[src/rtl/avmm_lvds_bridge_pkg.sv]
// Shared types and helpers for the AVMM-LVDS bridge.
// Header packing, lane width check and framer FSM states.
package avmm_lvds_bridge_pkg;

   localparam int HDR_W = 32;

   typedef enum logic [1:0] {
      IDLE,
      HDR,
      DATA
   } state_t;

   function automatic bit lane_w_ok(input int w);
      return (w == 1) || (w == 2) || (w == 4) ||
             (w == 8) || (w == 16) || (w == 32);
   endfunction

   // tr | burst | address | burstcnt_byteena, MSB to LSB
   function automatic logic [HDR_W-1:0] pack_hdr(
      input logic             tr,
      input logic             burst,
      input logic [HDR_W-1:0] addr,
      input logic [HDR_W-1:0] field,
      input int               bcw
   );
      logic [HDR_W-1:0] fmask;
      logic [HDR_W-1:0] amask;
      fmask = (32'h1 << bcw) - 32'h1;
      amask = (32'h1 << (30 - bcw)) - 32'h1;
      return {tr, burst, 30'h0}
           | ((addr & amask) << bcw)
           | (field & fmask);
   endfunction

endpackage

[src/rtl/avmm_lvds_lane_ser.sv]
// 32-bit word to LANE_W beat serializer, MSB first.
// Holds its beat while valid and not ready.
module avmm_lvds_lane_ser
   import avmm_lvds_bridge_pkg::*;
#(
   parameter int LANE_W = 8,
   parameter int BEATS  = 32 / LANE_W
) (
   input  logic              clk,
   input  logic              rst_n,
   input  logic              load,
   input  logic [HDR_W-1:0]  word,
   input  logic              ready,
   output logic [LANE_W-1:0] data,
   output logic              valid,
   output logic              first_beat,
   output logic              last_beat
);

   localparam int CNT_W = (BEATS > 1) ? $clog2(BEATS) : 1;

   logic [HDR_W-1:0] sh_q;
   logic [HDR_W-1:0] sh_nxt;
   logic [CNT_W-1:0] cnt_q;

   if (BEATS > 1) begin : g_shift
      assign sh_nxt = {sh_q[HDR_W-1-LANE_W:0],
                       {LANE_W{1'b0}}};
   end else begin : g_noshift
      assign sh_nxt = sh_q;
   end

   assign data       = sh_q[HDR_W-1 -: LANE_W];
   assign first_beat = (cnt_q == '0);
   assign last_beat  = (cnt_q == CNT_W'(BEATS - 1));

   always_ff @(posedge clk or negedge rst_n) begin
      if (!rst_n) begin
         sh_q  <= '0;
         cnt_q <= '0;
         valid <= 1'b0;
      end else if (load) begin
         sh_q  <= word;
         cnt_q <= '0;
         valid <= 1'b1;
      end else if (valid && ready) begin
         if (last_beat) begin
            valid <= 1'b0;
         end else begin
            sh_q  <= sh_nxt;
            cnt_q <= cnt_q + 1'b1;
         end
      end
   end

endmodule

[src/rtl/avmm_lvds_req_framer.sv]
// Request-side framer: Avalon-MM slave to LVDS lane beats.
// One frame per command: header word, then write data words.
module avmm_lvds_req_framer
   import avmm_lvds_bridge_pkg::*;
#(
   parameter  int BURSTCNT_W = 11,
   parameter  int LANE_W     = 8,
   localparam int ADDR_W     = 32 - 2 - BURSTCNT_W,
   localparam int BEATS      = 32 / LANE_W
) (
   input  logic                  clk,
   input  logic                  rst_n,
   input  logic [ADDR_W-1:0]     avs_address,
   input  logic                  avs_read,
   input  logic                  avs_write,
   input  logic [31:0]           avs_writedata,
   input  logic [3:0]            avs_byteenable,
   input  logic [BURSTCNT_W-1:0] avs_burstcount,
   output logic                  avs_waitrequest,
   output logic [LANE_W-1:0]     tx_data,
   output logic                  tx_valid,
   input  logic                  tx_ready,
   output logic                  tx_sop,
   output logic                  tx_eop,
   output logic                  busy,
   output logic                  err_burst0
);

   if (!lane_w_ok(LANE_W)) begin : g_bad_lane
      $error("avmm_lvds_req_framer: illegal LANE_W");
   end

   state_t state_q;
   state_t state_d;

   logic                  tr_q;
   logic [BURSTCNT_W-1:0] rem_q;
   logic                  start;
   logic                  bc_zero;
   logic [BURSTCNT_W-1:0] eff_bc;
   logic                  burst;
   logic [BURSTCNT_W-1:0] field;
   logic [HDR_W-1:0]      hdr_word;

   logic             ser_load;
   logic [HDR_W-1:0] ser_word;
   logic             ser_first;
   logic             ser_last;
   logic             fire;
   logic             data_acc;

   assign start   = avs_read || avs_write;
   assign bc_zero = (avs_burstcount == '0);
   assign eff_bc  = bc_zero ? BURSTCNT_W'(1)
                            : avs_burstcount;
   assign burst   = (eff_bc > BURSTCNT_W'(1));
   assign field   = burst ? eff_bc
                          : BURSTCNT_W'(avs_byteenable);

   // Read wins when both strobes are high.
   assign hdr_word = pack_hdr(avs_read, burst,
                              HDR_W'(avs_address),
                              HDR_W'(field),
                              BURSTCNT_W);

   assign fire = tx_valid && tx_ready;
   assign busy = (state_q != IDLE);

   avmm_lvds_lane_ser #(
      .LANE_W (LANE_W),
      .BEATS  (BEATS)
   ) u_ser (
      .clk        (clk),
      .rst_n      (rst_n),
      .load       (ser_load),
      .word       (ser_word),
      .ready      (tx_ready),
      .data       (tx_data),
      .valid      (tx_valid),
      .first_beat (ser_first),
      .last_beat  (ser_last)
   );

   always_ff @(posedge clk or negedge rst_n) begin
      if (!rst_n) state_q <= IDLE;
      else        state_q <= state_d;
   end

   always_comb begin
      state_d = state_q;
      unique case (state_q)
         IDLE: if (start) state_d = HDR;
         HDR: begin
            if (fire && ser_last)
               state_d = tr_q ? IDLE : DATA;
         end
         DATA: begin
            if (fire && ser_last && rem_q == '0)
               state_d = IDLE;
         end
         default: state_d = IDLE;
      endcase
   end

   always_comb begin
      ser_load        = 1'b0;
      ser_word        = hdr_word;
      avs_waitrequest = 1'b1;
      data_acc        = 1'b0;
      tx_sop          = 1'b0;
      tx_eop          = 1'b0;
      unique case (state_q)
         IDLE: ser_load = start;
         HDR: begin
            tx_sop   = tx_valid && ser_first;
            tx_eop   = tx_valid && ser_last && tr_q;
            ser_word = avs_writedata;
            if (fire && ser_last) begin
               avs_waitrequest = 1'b0;
               ser_load        = !tr_q;
            end
         end
         DATA: begin
            tx_eop   = tx_valid && ser_last &&
                       (rem_q == '0);
            ser_word = avs_writedata;
            // Next word may arrive late: lane idles until it does.
            if (rem_q != '0 && avs_write &&
                (!tx_valid || (fire && ser_last))) begin
               data_acc        = 1'b1;
               avs_waitrequest = 1'b0;
               ser_load        = 1'b1;
            end
         end
         default: ;
      endcase
   end

   always_ff @(posedge clk or negedge rst_n) begin
      if (!rst_n) begin
         tr_q       <= 1'b0;
         rem_q      <= '0;
         err_burst0 <= 1'b0;
      end else begin
         if (state_q == IDLE && start) begin
            tr_q  <= avs_read;
            rem_q <= eff_bc - BURSTCNT_W'(1);
            if (bc_zero) err_burst0 <= 1'b1;
         end else if (data_acc) begin
            rem_q <= rem_q - BURSTCNT_W'(1);
         end
      end
   end

endmodule

[config.mk]
export PLATFORM = sky130hd
export DESIGN_NAME = avmm_lvds_req_framer
export DESIGN_NICKNAME = d
export VERILOG_FILES = /design/src/rtl/avmm_lvds_bridge_pkg.sv /design/src/rtl/avmm_lvds_lane_ser.sv /design/src/rtl/avmm_lvds_req_framer.sv
export SDC_FILE = /design/constraint.sdc
export NUM_CORES = 1
export LEC_CHECK = 0
export CAP_MARGIN = 20
export CORE_MARGIN = 4
export CORE_UTILIZATION = 50
export CTS_CLUSTER_DIAMETER = 100
export CTS_CLUSTER_SIZE = 8
export DETAILED_ROUTE_END_ITERATION = 7
export PLACE_DENSITY = 0.79
export SLEW_MARGIN = 20
export SYNTH_ARGS = -nofsm -noshare
export SYNTH_HDL_FRONTEND = slang
export SYNTH_HIERARCHICAL = 1
export SYNTH_SLANG_ARGS = --single-unit
[constraint.sdc]
create_clock -name clk -period 2.8 [get_ports clk]
set_clock_uncertainty 0.15 [all_clocks]
set_input_delay 0.42 -clock clk [delete_from_list [all_inputs] [get_ports clk]]
set_output_delay 0.42 -clock clk [all_outputs]
set_load 0.005 [all_outputs]
Yosys cells after proc, flatten, opt, wreduce, memory -nomap -nowiden:

Index checks and enable logic that the tools add are counted.

* input bits: 71
* output and inout port bits: 14
* flip-flop bits (word level): 50
* logic and storage cells: 76

* bitwise operators: 2
* muxes and demuxes: 28
* reduce and logical (&&, ||, !) cells: 28
* eq/ne operators: 7
* order comparisons: 1
* add/subtract/negate cells: 3

Operators by type and width (count)
* two-way mux 32 bit: 4
* two-way mux 11 bit: 4
* bitwise OR 32 x 11 -> 32 bit: 1
* bitwise OR 32 x 30 -> 32 bit: 1
* zero test 11 bit: 2
* subtractor 11 x 1 -> 11 bit (second input constant): 2
* two-way mux 2 bit: 7
* > comparator 11 x 1 -> 1 bit (second input constant): 1
* nonzero test 11 bit: 1
* logical AND 1 bit: 10
* two-way mux 1 bit: 9
* != test 2 bit (second input constant): 4
* nonzero test 2 bit: 4
* one-hot mux 2 bit (3 select lines): 1
* AND reduction 2 bit: 3
* == test 2 bit (second input constant): 2
* zero test 2 bit: 2
* one-hot mux 1 bit (2 select lines): 2
* one-hot mux 1 bit (3 select lines): 1
* AND reduction 3 bit: 1
* adder 2 x 1 -> 2 bit (second input constant): 1
* == test 2 x 1 -> 1 bit (second input constant): 1
* zero test 1 bit: 2
* logical OR 1 bit: 2
* OR reduction 2 bit: 1

Logic depth before layout (Yosys ltp):

* word-level depth: 8
* depth in mapped cells: 10
* mapped depth without buffers: 10

By module:

Netlist, hierarchy kept.

By module, submodules not included
* avmm_lvds_lane_ser: times used 1, cells an instance 189, sequential area each 875.8 um^2, area an instance 1685.4 um^2
* avmm_lvds_req_framer: times used 1, cells an instance 188, sequential area each 375.4 um^2, area an instance 1634.1 um^2

Worst setup path after synthesis:

OpenSTA, ideal clock, no wires.

* path type: input port to flip-flop
* from: in avs_burstcount[6]
* to: reg u_ser.sh_q[30]
* arrival time: 2026 ps
* slack: 502 ps
* library setup time: 122 ps
* buffers on the path: 0
* data required time: 2528 ps
* stages on the path: 9
* cell sequence: or4_1 -> nor2_4 -> a31oi_1 -> inv_1 -> ha_1 -> nand3_1 -> mux2_2 -> nor2b_1 -> a21oi_1

* word-level cells in the longest chain between the ends: 7

Ends and longest elaborated chain
* from (decl): RTL line avmm_lvds_req_framer.sv:18 `input logic [BURSTCNT_W-1:0] avs_burstcount,`
* zero test 11 bit: RTL line avmm_lvds_req_framer.sv:53 `assign bc_zero = (avs_burstcount == '0);`
* two-way mux 11 bit (*): RTL line avmm_lvds_req_framer.sv:54 `assign eff_bc = bc_zero ? BURSTCNT_W'(1)`
* > comparator 11 x 1 -> 1 bit (*): RTL line avmm_lvds_req_framer.sv:56 `assign burst = (eff_bc > BURSTCNT_W'(1));`
* bitwise OR 32 x 30 -> 32 bit (*): RTL line avmm_lvds_bridge_pkg.sv:31 `| ((addr & amask) << bcw)`
* bitwise OR 32 x 11 -> 32 bit (*): RTL line avmm_lvds_bridge_pkg.sv:32 `| (field & fmask);`
* two-way mux 32 bit (*): RTL line avmm_lvds_req_framer.sv:112 `unique case (state_q)`
* via ser_word[30]: RTL line avmm_lvds_req_framer.sv:46 `logic [HDR_W-1:0] ser_word;`
* two-way mux 32 bit (*): RTL line avmm_lvds_lane_ser.sv:42 `end else if (load) begin`
* to (signal assigned): RTL line avmm_lvds_lane_ser.sv:43 `sh_q <= word;`
* to (signal assigned): RTL line avmm_lvds_lane_ser.sv:50 `sh_q <= sh_nxt;`
* to (decl): RTL line avmm_lvds_lane_ser.sv:22 `logic [HDR_W-1:0] sh_q;`

Mark *: on every way through the listed nets, which the timed path passes. The rest lies on a longest branch.
A chain may end at the register's enable or synchronous reset.

Worst setup path after layout:

* from: reg rem_q[4]
* to: out avs_waitrequest

* word-level cells in the longest chain between the ends: 5

Ends and longest elaborated chain
* from (decl): RTL line avmm_lvds_req_framer.sv:37 `logic [BURSTCNT_W-1:0] rem_q;`
* from (signal assigned): RTL line avmm_lvds_req_framer.sv:147 `rem_q <= eff_bc - BURSTCNT_W'(1);`
* from (signal assigned): RTL line avmm_lvds_req_framer.sv:150 `rem_q <= rem_q - BURSTCNT_W'(1);`
* nonzero test 11 bit: RTL line avmm_lvds_req_framer.sv:128 `if (rem_q != '0 && avs_write &&`
* logical AND 1 bit (2 in a row): RTL line avmm_lvds_req_framer.sv:128
* two-way mux 1 bit: RTL line avmm_lvds_req_framer.sv:128
* one-hot mux 1 bit (2 select lines): RTL line avmm_lvds_req_framer.sv:112
* to (decl): RTL line avmm_lvds_req_framer.sv:19 `output logic avs_waitrequest,`

Every way passes these cells.

==> results.md <==
* Worst-path cell chain: nor4_4, nand3b_1, nor3_2, o21ai_0, nand3_1, clkdlybuf4s50_1
* Routed met2 length at 3.84 mm
* Detailed placer's ending HPWL at 6.18 mm
* Most common flop cell mapped by yosys: dfrtp_1
* Inserted Diodes at 0
* Die ar. at 8010 um2
* Yosys top cell area share at 0.377
* PortBufs at 84
* Syn Nets at 457
* Top-count cell post-synth: a21oi_1
* Share of post-route cells with drive strength above 1 at 0.165
* Top cell type by total area after synthesis: dfrtp_1
* Post-Syn Area per Cell at 8.80 um2
* Row cnt at 29
* Largest net degree at the start of global routing at 38
* CP endpoint kind: output pin
* Placed insts at 529
* Post-synthesis async set-or-reset flop share at 1.00
* Chip height at a little under 90 um
* Drt pass-1 iters at 4
* Clock slew at reported path FFs at 90 ps
* PwrDens at 913 nW/um2
* Mapped Cells at roughly 380
* Hold_ws at ~350 ps
* Tmin final at 2670 ps
* Pins Over Slew Limit at 0
* Vias in the first global route at roughly 2800
* Drt wl/cell at 14.8 um
* Total GRT Usage at 0.208
* Worst path buffer plus inverter count at 1
* Initial DRC count at ~140
* Initial Utilization at 0.520
* Final Hold Vio Count at 0
* Yosys cell types at 47
* Post-synth EDFFs at 0
* Top post-synthesis cells by area: dfrtp_1 38%, a21oi_1 9.6%, mux2_2 9.5%
* Startpoint types: register
* Unrepaired setup endpoints after global routing: false
* Least-Margin Pin Slew at 633 ps
* Routed via count at 2943
* Clk buf depth at 2
* RePlAce Congestion at 0.877
* VDD IR-drop max at between 0.0005 and 0.0006 V
* Area growth syn-to-layout at 31.6%
* Fin Setup TNS at 0 ps
* CTS tree: built
* Gr ovfl total at 0
* Register area share after synthesis at 0.377
* Root Buffer: clkbuf_8
* H-tree levels at 2
* First-pass GRT wire length at 13.0 mm
* CP delay by family, top: simple AND/OR/NAND/NOR gates
* Critical path data arrival time at 2100 ps
* CP Max Fanout at 3
* Number of synthesized register bits at 50
* Clk_lat worst skew at 300 ps
* Nets at 541
* Slowest stage delay, CP at ~500 ps
* Fin cells at 539
* DP Area at approximately 4200 um2
* Commonest cells post-synth: 64 x a21oi_1, 55 x nand2_1, 50 x dfrtp_1, 28 x mux2_2, 26 x nor2b_1
* Leakage at 1.81 nW
* # clock sinks at 50
* Remaining antenna violation count at 0
* Worst path required time at 2230 ps
* Period utilization at 0.955
* Core Region at 6390 um2
* DRC Markers at 0
* Highest Signal Layer: met4
* Post-Syn Area at 3320 um2
* WL met1 at 3.58 mm
* Yosys warnings at 6
* Slew margin rel. at 0.578
* Slowest stage cell, crit path: clkdlybuf4s50_1
* FILL cells at 514
* Vias per cell at 5.46
* Num CTS Buffers at 5
* Die W at 89.5 um
* Antenna violations before repair at 0
* Met3 routed WL at 466 um
* Max Freq at 374 MHz
* Max_cap viols at 0
* Run status: finished, final reports clean
* Hold WC Path Type: register to register
* Final setup viols at 0
* Io pins at 85
* CP Class: register to output pin
* Finished layout cell area at 4370 um2
* Post-Route WL at about 8.0 mm
## flip-flops by register name, indices dropped and copies added (netlist names)
register and flops:
state_q 2, rem_q 11, err_burst0 1, u_ser/cnt_q 2
u_ser/valid 1, u_ser/sh_q 32, tr_q 1
## routing by layer
layer	global-route usage	vias up
met5	0	-
met4	0.0622	0
met3	0.0286	10
met2	0.344	84
met1	0.284	1382
li1	-	1467
## layout by cell type, fill, tap and decap left out, types with 3 or more instances in the layout
| cell type | n |
|---|---|
| clkdlybuf4s50_1 | 83 |
| a21oi_1 | 64 |
| nand2_1 | 55 |
| dfrtp_1 | 48 |
| mux2_2 | 28 |
| nor2b_1 | 26 |
| buf_4 | 19 |
| nor2_1 | 18 |
| inv_1 | 11 |
| o21ai_0 | 11 |
| nand3_1 | 8 |
| xnor2_1 | 8 |
| xor2_1 | 8 |
| ha_1 | 8 |
| clkbuf_8 | 6 |
| a211oi_1 | 4 |
| mux2i_1 | 4 |
| nand4_1 | 4 |
| nor3_1 | 3 |
## power breakdown
part           switching [mW]  internal [mW]
clock                   0.246          0.204
sequential              0.260           1.08
combinational            1.07           1.13
## cells by family after synthesis
family,synth area share
flip-flops,0.377
buffers and inverters,0.0663
multiplexers,0.107
XOR/XNOR,0.0422
AO/OA/AOI/OAI,0.153
AND/OR/NAND/NOR,0.221
adder cells (fa/ha/maj),0.0339
## final timing paths
check	start	endpoint	slack, ps	cells past startpoint
min in group asynchronous	rst_n	rem_q[9]$_DFFE_PN0P_	510	2
hold / removal	err_burst0$_DFFE_PN0P_	err_burst0$_DFFE_PN0P_	350	1
hold reg to reg	err_burst0$_DFFE_PN0P_	err_burst0$_DFFE_PN0P_	350	1
setup / recovery	rem_q[4]$_DFFE_PN0P_	avs_waitrequest	130	6
setup reg to reg	u_ser/cnt_q[0]$_DFFE_PN0P_	u_ser/sh_q[21]$_DFFE_PN0P_	600	8
max in group asynchronous	rst_n	u_ser/valid$_DFFE_PN0P_	1360	3
## per-stage QoR
| step | total power [mW] | setup slack (ps) | utilization |
|---|---|---|---|
| floorplan | 2.92 | 502 | - |
| global placement | 3.48 | 112 | 0.664 |
| detailed placement | 3.54 | 22.1 | 0.664 |
| CTS | 4.01 | 64.3 | 0.683 |
| global route | 4.33 | 23.2 | 0.684 |
| finish | 3.99 | 126 | 0.684 |
## area by class of cell
type	instances	area (um2)	area share
Clock buffer	6	82.6	0.0189
Clock inverter	2	16.3	0.00372
Inverter	11	41.3	0.00945
Multi-Input combinational cell	288	1870	0.428
Sequential cell	50	1250	0.287
Tap cell	77	96.3	0.0221
Timing Repair Buffer	105	1010	0.231
## timing repair
item / CTS / global route
resized for setup: 1 / 3
setup endpoints to repair: 2 / 2
setup buffers: 1 / 0
pin swaps: 1 / 2
hold buffers: 1 / 0
hold endpoints to repair: 1 / 0
Power figures use the tool's default switching activity.
